===== src/rtl/board_reader_pkg.sv =====
// board_reader_pkg: tile codes, default board size and scan states for board_reader.
package board_reader_pkg;
  localparam int ROWS_DEF = 8;
  localparam int COLS_DEF = 8;
  localparam logic [3:0] TILE_HIDDEN  = 4'd9;
  localparam logic [3:0] TILE_FLAG    = 4'd10;
  localparam logic [3:0] TILE_MINE    = 4'd11;
  localparam logic [3:0] TILE_INVALID = 4'd15;
  typedef enum logic [1:0] {IDLE, EMIT, DONE} state_t;
endpackage


===== src/rtl/board_reader_if.sv =====
// board_reader_if: valid/ready tile record stream from board_reader to the tile drawer.
interface board_reader_if #(
  parameter int X_W = 3,
  parameter int Y_W = 3
);
  logic           tile_valid;
  logic           tile_ready;
  logic [X_W-1:0] tile_x;
  logic [Y_W-1:0] tile_y;
  logic [3:0]     tile_code;
  modport master (output tile_valid, tile_x, tile_y, tile_code, input tile_ready);
  modport slave  (input tile_valid, tile_x, tile_y, tile_code, output tile_ready);
endinterface


===== src/rtl/board_reader_tile_encode.sv =====
// board_reader_tile_encode: maps one cell's clicked/flagged/mine/count to its tile code.
module board_reader_tile_encode
  import board_reader_pkg::*;
(
  input  logic       clicked,
  input  logic       flagged,
  input  logic       mine,
  input  logic [3:0] count,
  output logic [3:0] code
);
  always_comb
    code = clicked ? (mine ? TILE_MINE : (count > 4'd8 ? 4'd8 : count)) : (flagged ? TILE_FLAG : TILE_HIDDEN);
endmodule


===== src/rtl/board_reader.sv =====
// board_reader: scans every cell once per start, streams tile records, publishes game_won/game_lost.
// Optional BOARD_READER_DIRTY_EN: skip cells whose code matches the last emitted code.
module board_reader
  import board_reader_pkg::*;
#(
  parameter int ROWS = ROWS_DEF,
  parameter int COLS = COLS_DEF
) (
  input  logic                   clk,
  input  logic                   reset,
  input  logic                   start,
  input  logic [ROWS*COLS-1:0]   cell_clicked,
  input  logic [ROWS*COLS-1:0]   cell_flagged,
  input  logic [ROWS*COLS-1:0]   cell_mine,
  input  logic [4*ROWS*COLS-1:0] cell_count,
  input  logic [ROWS*COLS-1:0]   cell_won,
  input  logic [ROWS*COLS-1:0]   cell_lost,
  board_reader_if.master         tile,
  output logic                   busy,
  output logic                   frame_done,
  output logic                   game_won,
  output logic                   game_lost
);
  localparam int N   = ROWS * COLS;
  localparam int X_W = $clog2(COLS);
  localparam int Y_W = $clog2(ROWS);
  localparam int I_W = $clog2(N);
  state_t state;
  logic [X_W-1:0] nx;
  logic [Y_W-1:0] ny;
  logic [I_W-1:0] cur, sel;
  logic [3:0] code;
  logic acc_won, acc_lost, adv, last, load, emit, x_end;
  // The record register doubles as the scan index; sel points at the cell loaded next.
  assign x_end = tile.tile_x == X_W'(COLS - 1);
  assign last  = x_end && tile.tile_y == Y_W'(ROWS - 1);
  assign adv   = state == EMIT && (!tile.tile_valid || tile.tile_ready);
  assign load  = (state == IDLE && start) || (adv && !last);
  assign nx    = (state == IDLE || x_end) ? '0 : tile.tile_x + 1'b1;
  assign ny    = state == IDLE ? '0 : (x_end ? tile.tile_y + 1'b1 : tile.tile_y);
  assign cur   = I_W'(tile.tile_y) * I_W'(COLS) + I_W'(tile.tile_x);
  assign sel   = I_W'(ny) * I_W'(COLS) + I_W'(nx);
  board_reader_tile_encode u_enc (
    .clicked(cell_clicked[sel]),
    .flagged(cell_flagged[sel]),
    .mine   (cell_mine[sel]),
    .count  (cell_count[{sel, 2'b00} +: 4]),
    .code   (code)
  );
`ifdef BOARD_READER_DIRTY_EN
  logic [3:0] store [N];
  assign emit = code != store[sel];
  always_ff @(posedge clk)
    if (reset)
      for (int i = 0; i < N; i++) store[i] <= TILE_INVALID;
    else if (state == EMIT && tile.tile_valid && tile.tile_ready)
      store[cur] <= tile.tile_code;
`else
  assign emit = 1'b1;
`endif
  always_ff @(posedge clk) begin
    if (reset) begin
      state           <= IDLE;
      tile.tile_valid <= 1'b0;
      tile.tile_x     <= '0;
      tile.tile_y     <= '0;
      tile.tile_code  <= '0;
      busy            <= 1'b0;
      frame_done      <= 1'b0;
      game_won        <= 1'b0;
      game_lost       <= 1'b0;
      acc_won         <= 1'b1;
      acc_lost        <= 1'b0;
    end else begin
      frame_done <= 1'b0;
      if (load) begin
        tile.tile_x     <= nx;
        tile.tile_y     <= ny;
        tile.tile_code  <= code;
        tile.tile_valid <= emit;
      end
      case (state)
        IDLE: if (start) begin
          state    <= EMIT;
          busy     <= 1'b1;
          acc_won  <= 1'b1;
          acc_lost <= 1'b0;
        end
        EMIT: if (adv) begin
          acc_won  <= acc_won & cell_won[cur];
          acc_lost <= acc_lost | cell_lost[cur];
          if (last) begin
            state           <= DONE;
            tile.tile_valid <= 1'b0;
            busy            <= 1'b0;
            frame_done      <= 1'b1;
            game_won        <= acc_won & cell_won[cur];
            game_lost       <= acc_lost | cell_lost[cur];
          end
        end
        default: state <= IDLE;
      endcase
    end
  end
endmodule

===== src/flat_wrapper.sv =====
// flat-port wrapper written by rule: the top's interface ports become plain ports
module board_reader_flat import board_reader_pkg::*;
#(
  parameter int ROWS = ROWS_DEF,
  parameter int COLS = COLS_DEF
)
  (clk, reset, start, cell_clicked, cell_flagged, cell_mine, cell_count, cell_won, cell_lost, busy, frame_done, game_won, game_lost, tile_tile_valid, tile_tile_x, tile_tile_y, tile_tile_code, tile_tile_ready);
  board_reader_if tile_i ();
  input  logic clk;
  input  logic reset;
  input  logic start;
  input  logic [ROWS*COLS-1:0] cell_clicked;
  input  logic [ROWS*COLS-1:0] cell_flagged;
  input  logic [ROWS*COLS-1:0] cell_mine;
  input  logic [4*ROWS*COLS-1:0] cell_count;
  input  logic [ROWS*COLS-1:0] cell_won;
  input  logic [ROWS*COLS-1:0] cell_lost;
  output logic busy;
  output logic frame_done;
  output logic game_won;
  output logic game_lost;
  output wire logic [$bits(tile_i.tile_valid)-1:0] tile_tile_valid;
  output wire logic [$bits(tile_i.tile_x)-1:0] tile_tile_x;
  output wire logic [$bits(tile_i.tile_y)-1:0] tile_tile_y;
  output wire logic [$bits(tile_i.tile_code)-1:0] tile_tile_code;
  input wire logic [$bits(tile_i.tile_ready)-1:0] tile_tile_ready;
  assign tile_tile_valid = tile_i.tile_valid;
  assign tile_tile_x = tile_i.tile_x;
  assign tile_tile_y = tile_i.tile_y;
  assign tile_tile_code = tile_i.tile_code;
  assign tile_i.tile_ready = tile_tile_ready;
  board_reader #(.ROWS(ROWS), .COLS(COLS)) u_core (.clk(clk), .reset(reset), .start(start), .cell_clicked(cell_clicked), .cell_flagged(cell_flagged), .cell_mine(cell_mine), .cell_count(cell_count), .cell_won(cell_won), .cell_lost(cell_lost), .tile(tile_i), .busy(busy), .frame_done(frame_done), .game_won(game_won), .game_lost(game_lost));
endmodule

===== config.mk =====
export PLATFORM = sky130hd
export DESIGN_NAME = board_reader_flat
export DESIGN_NICKNAME = d
export VERILOG_FILES = /design/src/rtl/board_reader_pkg.sv /design/src/rtl/board_reader_if.sv /design/src/rtl/board_reader_tile_encode.sv /design/src/rtl/board_reader.sv /design/src/flat_wrapper.sv
export SDC_FILE = /design/constraint.sdc
export NUM_CORES = 1
export LEC_CHECK = 0
export BUFFER_PORTS_ARGS = -buffer_cell sky130_fd_sc_hd__clkbuf_2
export CAP_MARGIN = 20
export CORE_AREA = 2 2 233 235
export CTS_BUF_LIST = sky130_fd_sc_hd__clkbuf_8
export DETAILED_ROUTE_END_ITERATION = 16
export DIE_AREA = 0 0 235 237
export HOLD_SLACK_MARGIN = 0.1
export MAX_ROUTING_LAYER = met4
export SLEW_MARGIN = 5
export SYNTH_ARGS = -nofsm -noshare
export SYNTH_HDL_FRONTEND = slang
export SYNTH_SLANG_ARGS = --single-unit

===== constraint.sdc =====
create_clock -name clk -period 3.75 [get_ports clk]
set_clock_uncertainty 0.1 [all_clocks]
set_input_delay 0.5625 -clock clk [delete_from_list [all_inputs] [get_ports clk]]
set_output_delay 0.5625 -clock clk [all_outputs]
set_load 0.1 [all_outputs]

# After elaboration in Yosys (flattened, before gate mapping)
# Cells that the tools add are included.
# op_classes
add_sub_neg	4
n_mul	0
n_div	0
magnitude_cmp	3
n_eq_ne	6
shifts	1
n_mux	35
bitwise_logic	4
n_reduce_logical	16
# op_table
op	count
indexed part select 256 x 9 -> 4 bit	1
binary-select mux 1 bit (select 6 bit)	5
2-to-1 mux 1 bit	16
less-than comparator 6 x 7 -> 1 bit (second input constant)	2
adder 6 x 3 -> 6 bit	2
2-to-1 mux 4 bit	3
2-to-1 mux 3 bit	3
AND reduction 3 bit	3
2-to-1 mux 2 bit	4
adder 3 x 1 -> 3 bit (second input constant)	2
== test 3 bit (second input constant)	2
one-hot mux 1 bit (2 select lines)	3
greater-than comparator 4 bit (second input constant)	1
logical AND 1 bit	4
!= test 2 x 1 -> 1 bit (second input constant)	2
one-hot mux 2 bit (2 select lines)	1
AND reduction 4 bit	1
logical OR 1 bit	3
OR reduction 3 bit	1
== test 2 x 1 -> 1 bit (second input constant)	1
logical NOT 1 bit	2
logical NOT 2 bit	1
!= test 2 bit (second input constant)	1
NOT 1 bit	2
other kinds (3)	3
# word_totals
regBits	19
latch_bits	0
ramBits	0
mem_bits_ro	0
inputBits	580
output_inout_bits	15
word_cells	80
n_memories	0

# Logic depth before layout (Yosys ltp)
# logic_depth
depth_word	9
depth_mapped	15
ltp_nobuf	10

# By module
# From an unflattened synthesis, not the netlist that was laid out.
# hier_totals
cells_unflattened	921
hier_area_um2	6573.8
# modules_own_cells
mod	n_inst	cells_each	area_per_inst_um2	seq_area_each_um2
board_reader	1	912	6510.0	380.4
board_reader_tile_encode	1	9	63.8	0.0

# Worst setup path after synthesis
# OpenSTA, ideal clock, no wires.
# synth_path
kind	register to register
start	register u_core.tile.tile_x[1]
end	register u_core.game_lost
setup_time_ns	0.131
t_arrival_ns	3.438
t_required_ns	3.519
slack_ns	0.081
stages_incl_launch_ff	9
path_buffers	3
period_less_slack_ns	3.669
path_cell_list	dfxtp_1 > clkbuf_1 > clkbuf_1 > buf_1 > mux4_2 > mux4_2 > mux4_2 > nor3_1 > nor3_1
# synth_via
elab_chain_len	4
elab_cells_between_ends	7
classes_between	add/sub (1); eq/ne (1); mux (2); bitwise (1); reduce/logical (2)
# synth_rtl
element	line_no	source
start: declaration	board_reader_if.sv:11	modport master (output tile_valid, tile_x, tile_y, tile_code, input tile_ready);
start signal: assignment	board_reader.sv:77	tile.tile_x <= nx;
adder 6 x 3 -> 6 bit	board_reader.sv:41	assign cur = I_W'(tile.tile_y) * I_W'(COLS) + I_W'(tile.tile_x);
binary-select mux 1 bit (select 6 bit)	board_reader.sv:98	game_lost <= acc_lost | cell_lost[cur];
2-to-1 mux 1 bit (implied by the code)	board_reader.sv:98	
OR 1 bit	board_reader.sv:98	
end signal: assignment	board_reader.sv:98	
end: declaration	board_reader.sv:22	output logic game_lost
# Parallel ways exist; a longest one is shown, timed or not. The select of a mux whose other input is x is not followed.
# A chain may end at the register's enable or synchronous reset.

# Worst setup path in the final report
# layout_path
start	register u_core.tile.tile_x[0]
end	register u_core.tile.tile_code[0]
# layout_via
elab_chain_len	9
elab_cells_between_ends	23
classes_between	add/sub (2); order compare (1); eq/ne (1); shift (1); mux (13); reduce/logical (5)
# layout_rtl
element	line_no	source
branches (longest 9 deep; another with adder 6 x 3 -> 6 bit)	--	
end signal: assignment	board_reader.sv:79	tile.tile_code <= code;
end: declaration	board_reader_if.sv:11	
# Several ways; the timed one is not identified. The select of a mux whose other input is x is not followed.

==> impl_results.md <==
* Critical path, cell by cell: ha_1, ha_4, buf_4, mux2i_1, nor3_1, a2111oi_0, a211oi_1, o32ai_1, buf_4, o22ai_1, a41oi_1, o221a_1
* Clock transition time at the flip-flop clock pins of the worst setup and hold paths at roughly 0.10 ns
* Clock Root Buffer: sky130_fd_sc_hd__clkbuf_8
* DRC Markers at 0
* Synthesized flop and latch total at 19
* Worst hold margin at between 0.3 and 0.4 ns
* Launching element type of the critical path: flip-flop
* Critical path start-end classification: flip-flop to flip-flop
* FF/Latch Area at approximately 390 µm²
* Width of the die at ~240 µm
* Total track usage at roughly 20%
* Count of endpoints failing hold in the final timing report at 0
* Final critical-path required period at around 3.6 ns
* Die height at 237 µm
* Power share of the sequential group at around 15%
* Terminating pin of the worst hold path: u_core.busy
* Static leakage at 0.00460 µW
* Overflow after GRT at 0
* Most frequently used flop master after synthesis: sky130_fd_sc_hd__dfxtp_1
* Mapped cell area at 0.00631 mm²
* Floorplan die area at around 0.056 mm²
* Design internal power at 783 µW
* Cell Pwr Density at between 100 and 150 mW/mm²
* Met3 usage in global routing at 4.93%
* Hold-critical path depth at 2
* Detailed-route wire length at roughly 56000 µm
* Clock network power share at about an eighth
* Signal arrival time at the worst endpoint at ~3.7 ns
* Post-synth EDFFs at 0
* Count of pins on the block boundary at just under 600
* Syn Inst Count at around 800
* CP peak stage delay at roughly 0.47 ns
* Type of destination of the critical path: flip-flop
* Yosys synthesis warning count at 0
* Global-route layer with the greatest usage: met2
* Sw Pwr at ~640 µW
* Standard-cell row count at 85
* Share of flip-flops with an asynchronous set or reset after synthesis at 0%
* Netlist cell types at 79
* Starting density of the core at 11.8%
* DR iter-0 viols at 526
* Number of fill cells at between 6000 and 7000
* Number of maximum-capacitance constraint violations at 0
* Switching share of power at roughly 45%
* Required time of the critical path at between 3 and 4 ns
* Remaining antenna violation count at 0
* Worst slew margin relative to its limit at ~45%
* Area used by multi-input combinational logic at ~0.0055 mm²
* Ratio of cells with drive above 1 in the final layout at roughly 56%
* First-pass GRT wire length at approximately 75000 µm
* Port Buffer Count at approximately 600
* Startpoint of the worst setup timing path: u_core.tile.tile_x[0]
* Combinational power share at between 70% and 80%
* Via count of the first global-routing pass at approximately 10000
* Post-DR vias/cell at 4.59
* Critical R2R Launch: u_core.tile.tile_x[0]
* Layout-stage area growth over the synthesis result at 66.8%
* Half-perimeter wire length of the detailed placement result at between 40000 and 50000 µm
* Core region area at around 0.053 mm²
* Count of final setup violators at 0
* FF-to-FF setup slack at between 0.15 and 0.2 ns
* CTS tree: built
* Result of the run: finished, final reports clean
* Highest achievable clock rate at approximately 280 MHz
* Average wire per standard cell at around 27 µm
* Post-Syn Area per Cell at about 8.0 µm²
* Post-CTS Hold Buffers at 0
* Number of clock sinks at 19
* Cell type with the highest occurrence count on the critical path: sky130_fd_sc_hd__buf_4
* Least-Margin Pin Slew at slightly above 0.8 ns
* Deepest level of the CTS H-tree at 1
* Net count after synthesis at 1375
* Worst Min Path Start: u_core.busy
* Worst Reg-to-Reg Cells at 12
* Total clock buffers created by CTS at 3
* Insertion delay to the later sink of the worst-skew pair at around 0.29 ns
* Final #Nets at approximately 1900
* Met1 Resource Use GR at a little over a fifth
* Met2 Resource Use GR at about a third
* Peak fanout along the critical path at 31
* Final weighted congestion in routability-driven placement at between 0.9 and 1
* Overall via count from detail_route at between 9000 and 10000
* FF-to-FF End: u_core.tile.tile_code[0]
* Pin count of the biggest net entering global routing at 56
* Clock Path Buffers at 2
* Critical-path cell with the highest stage delay: sky130_fd_sc_hd__a2111oi_0
* Path category of the worst min-delay check: flip-flop to flip-flop
* Final Cycle Share at between 90% and 100%
* Unrepaired setup endpoints after global routing: no
* Post-route setup TNS at 0 ns
* Maximum ir drop on the vdd rail at 0.0719 mV
* Length of the first detailed-routing pass in iterations at 4
* Final Slew Violations at 0
* Number of antenna violations at the first check in global routing at 33
* Portion of the post-synthesis area used by sequential elements at under 10%
power groups by stage:
stage / combinational [µW] / clock, µW / sequential, µW
after CTS: 1050 / 171 / 219
after floorplan: 440 / 0 / 271
after global routing: 1110 / 176 / 220
after detailed placement: 1040 / 0 / 223
after global placement: 1040 / 0 / 223
final: 1040 / 169 / 219
through the flow:
step | cells | cell area [µm²] | util (%) | power [µW] | setup slack (ns)
after floorplan | 791 | 6310 | - | 711 | 0.0807
after global placement | 2053 | 10400 | 19.4 | 1270 | 0.0843
after detailed placement | 2053 | 10400 | 19.4 | 1260 | 0.0431
after CTS | 2057 | 10400 | 19.5 | 1440 | 0.0232
after global routing | 2090 | 10500 | 19.8 | 1510 | 0.0225
final | 2091 | 10500 | 19.8 | 1420 | 0.187
cell type report:
| class | count | area share, % |
|---|---|---|
| Antenna cell | 31 | 0.736 |
| Clock buffer | 3 | 0.392 |
| Clock inverter | 1 | 0.0713 |
| Inverter | 5 | 0.178 |
| Multi-Input combinational cell | 673 | 52.6 |
| Sequential cell | 19 | 3.66 |
| Tap cell | 696 | 8.27 |
| Timing Repair Buffer | 663 | 34.1 |
worst max-delay path by stage:
stage / slack (ns) / endpoint / depth (start not counted)
2_1_floorplan: 0.08 / u_core.game_lost / 8
3_3_place_gp: 0.08 / u_core.tile.tile_code[0] / 10
3_5_place_dp: 0.04 / u_core.tile.tile_code[1] / 10
4_1_cts: 0.02 / u_core.tile.tile_code[1] / 10
5_1_grt: 0.02 / u_core.tile.tile_code[1] / 12
6_report: 0.19 / u_core.tile.tile_code[0] / 12
sequential cells by signal, summed over array words and instances (netlist names):
signal / count
u_core.tile.tile_code: 4
u_core.tile.tile_x: 3
u_core.tile.tile_y: 3
u_core.state: 2
u_core.acc_lost: 1
u_core.acc_won: 1
u_core.busy: 1
u_core.frame_done: 1
u_core.game_lost: 1
u_core.game_won: 1
u_core.tile.tile_valid: 1
Yosys cell counts (3+ instances only):
library cell,instances,share of area (%)
sky130_fd_sc_hd__a2111oi_0,5,0.69
sky130_fd_sc_hd__a211o_1,6,0.83
sky130_fd_sc_hd__a211oi_1,43,5.1
sky130_fd_sc_hd__a21oi_1,39,3.1
sky130_fd_sc_hd__a221o_1,4,0.63
sky130_fd_sc_hd__a221oi_1,18,2.5
sky130_fd_sc_hd__a22oi_1,5,0.59
sky130_fd_sc_hd__a311oi_1,10,1.4
sky130_fd_sc_hd__a31o_1,3,0.42
sky130_fd_sc_hd__a31oi_1,16,1.6
sky130_fd_sc_hd__a32oi_1,4,0.55
sky130_fd_sc_hd__and2_1,4,0.40
sky130_fd_sc_hd__and3_1,14,1.4
sky130_fd_sc_hd__buf_1,9,0.54
sky130_fd_sc_hd__buf_2,38,3.0
sky130_fd_sc_hd__buf_4,3,0.36
sky130_fd_sc_hd__buf_6,3,0.54
sky130_fd_sc_hd__clkbuf_1,40,2.4
sky130_fd_sc_hd__dfxtp_1,19,6.0
sky130_fd_sc_hd__ha_1,4,0.79
sky130_fd_sc_hd__inv_1,3,0.18
sky130_fd_sc_hd__mux2_1,3,0.54
sky130_fd_sc_hd__mux2_2,19,3.4
sky130_fd_sc_hd__mux2i_1,52,8.2
sky130_fd_sc_hd__mux4_1,6,2.5
sky130_fd_sc_hd__mux4_2,55,20
sky130_fd_sc_hd__nand2_1,101,6.0
sky130_fd_sc_hd__nand2b_1,3,0.30
sky130_fd_sc_hd__nand3_1,33,2.6
sky130_fd_sc_hd__nand4_1,5,0.50
sky130_fd_sc_hd__nor2_1,38,2.3
sky130_fd_sc_hd__nor2b_1,18,1.8
sky130_fd_sc_hd__nor3_1,13,1.0
sky130_fd_sc_hd__o211ai_1,9,1.1
sky130_fd_sc_hd__o21ai_0,25,2.0
sky130_fd_sc_hd__o21ai_1,15,1.2
sky130_fd_sc_hd__o221ai_1,14,1.9
sky130_fd_sc_hd__o22a_1,4,0.55
sky130_fd_sc_hd__o22ai_1,21,2.1
sky130_fd_sc_hd__o31ai_1,4,0.48
sky130_fd_sc_hd__o32a_1,6,0.95
sky130_fd_sc_hd__o32ai_1,10,1.4
kinds of logic after synthesis:
group,count (synthesis),share of synthesized area [%]
compound gates,287,32.8
simple gates,246,18.5
mux,135,34.3
buf+inv,99,7.43
flops,19,6.02
fa+ha+maj,4,0.793
xor+xnor,1,0.139
layer usage:
layer | share of wire (%) | vias up | wire (µm)
met5 | 0 | - | 0
met4 | 3.0 | 0 | 1690
met2 | 50 | 555 | 27600
met1 | 39 | 4561 | 21900
met3 | 8.0 | 64 | 4450
li1 | - | 4412 | -
layout by cell type, fill, tap and decap left out, types with 16 or more instances in the layout:
cell	netlist	routed
sky130_fd_sc_hd__nand2_1	101	98
sky130_fd_sc_hd__a221oi_1	18	18
sky130_fd_sc_hd__buf_4	3	61
sky130_fd_sc_hd__nor2_1	38	35
sky130_fd_sc_hd__o22ai_1	21	21
sky130_fd_sc_hd__mux4_2	55	55
sky130_fd_sc_hd__a31oi_1	16	16
sky130_fd_sc_hd__diode_2	0	31
sky130_fd_sc_hd__dfxtp_1	19	17
sky130_fd_sc_hd__nor2b_1	18	18
sky130_fd_sc_hd__a211oi_1	43	42
sky130_fd_sc_hd__mux2i_1	52	52
sky130_fd_sc_hd__mux2_2	19	19
sky130_fd_sc_hd__clkbuf_2	0	594
sky130_fd_sc_hd__nand3_1	33	33
sky130_fd_sc_hd__a21oi_1	39	38
sky130_fd_sc_hd__o21ai_0	25	25
worst max-delay path: cells and delay by family (launching register included):
kind	cells	cell delay, ns
compound gates	6	1.40
fa+ha+maj	2	0.65
buf+inv	2	0.58
flops	1	0.38
mux	1	0.31
simple gates	1	0.07
repair_timing:
| item | in CTS | in global routing |
|---|---|---|
| resized for setup | 0 | 2 |
| hold endpoints to repair | 0 | 0 |
| setup endpoints to repair | 0 | 3 |
| buffers inserted | 0 | 3 |
No activity file was read; power rests on OpenSTA's default activity.
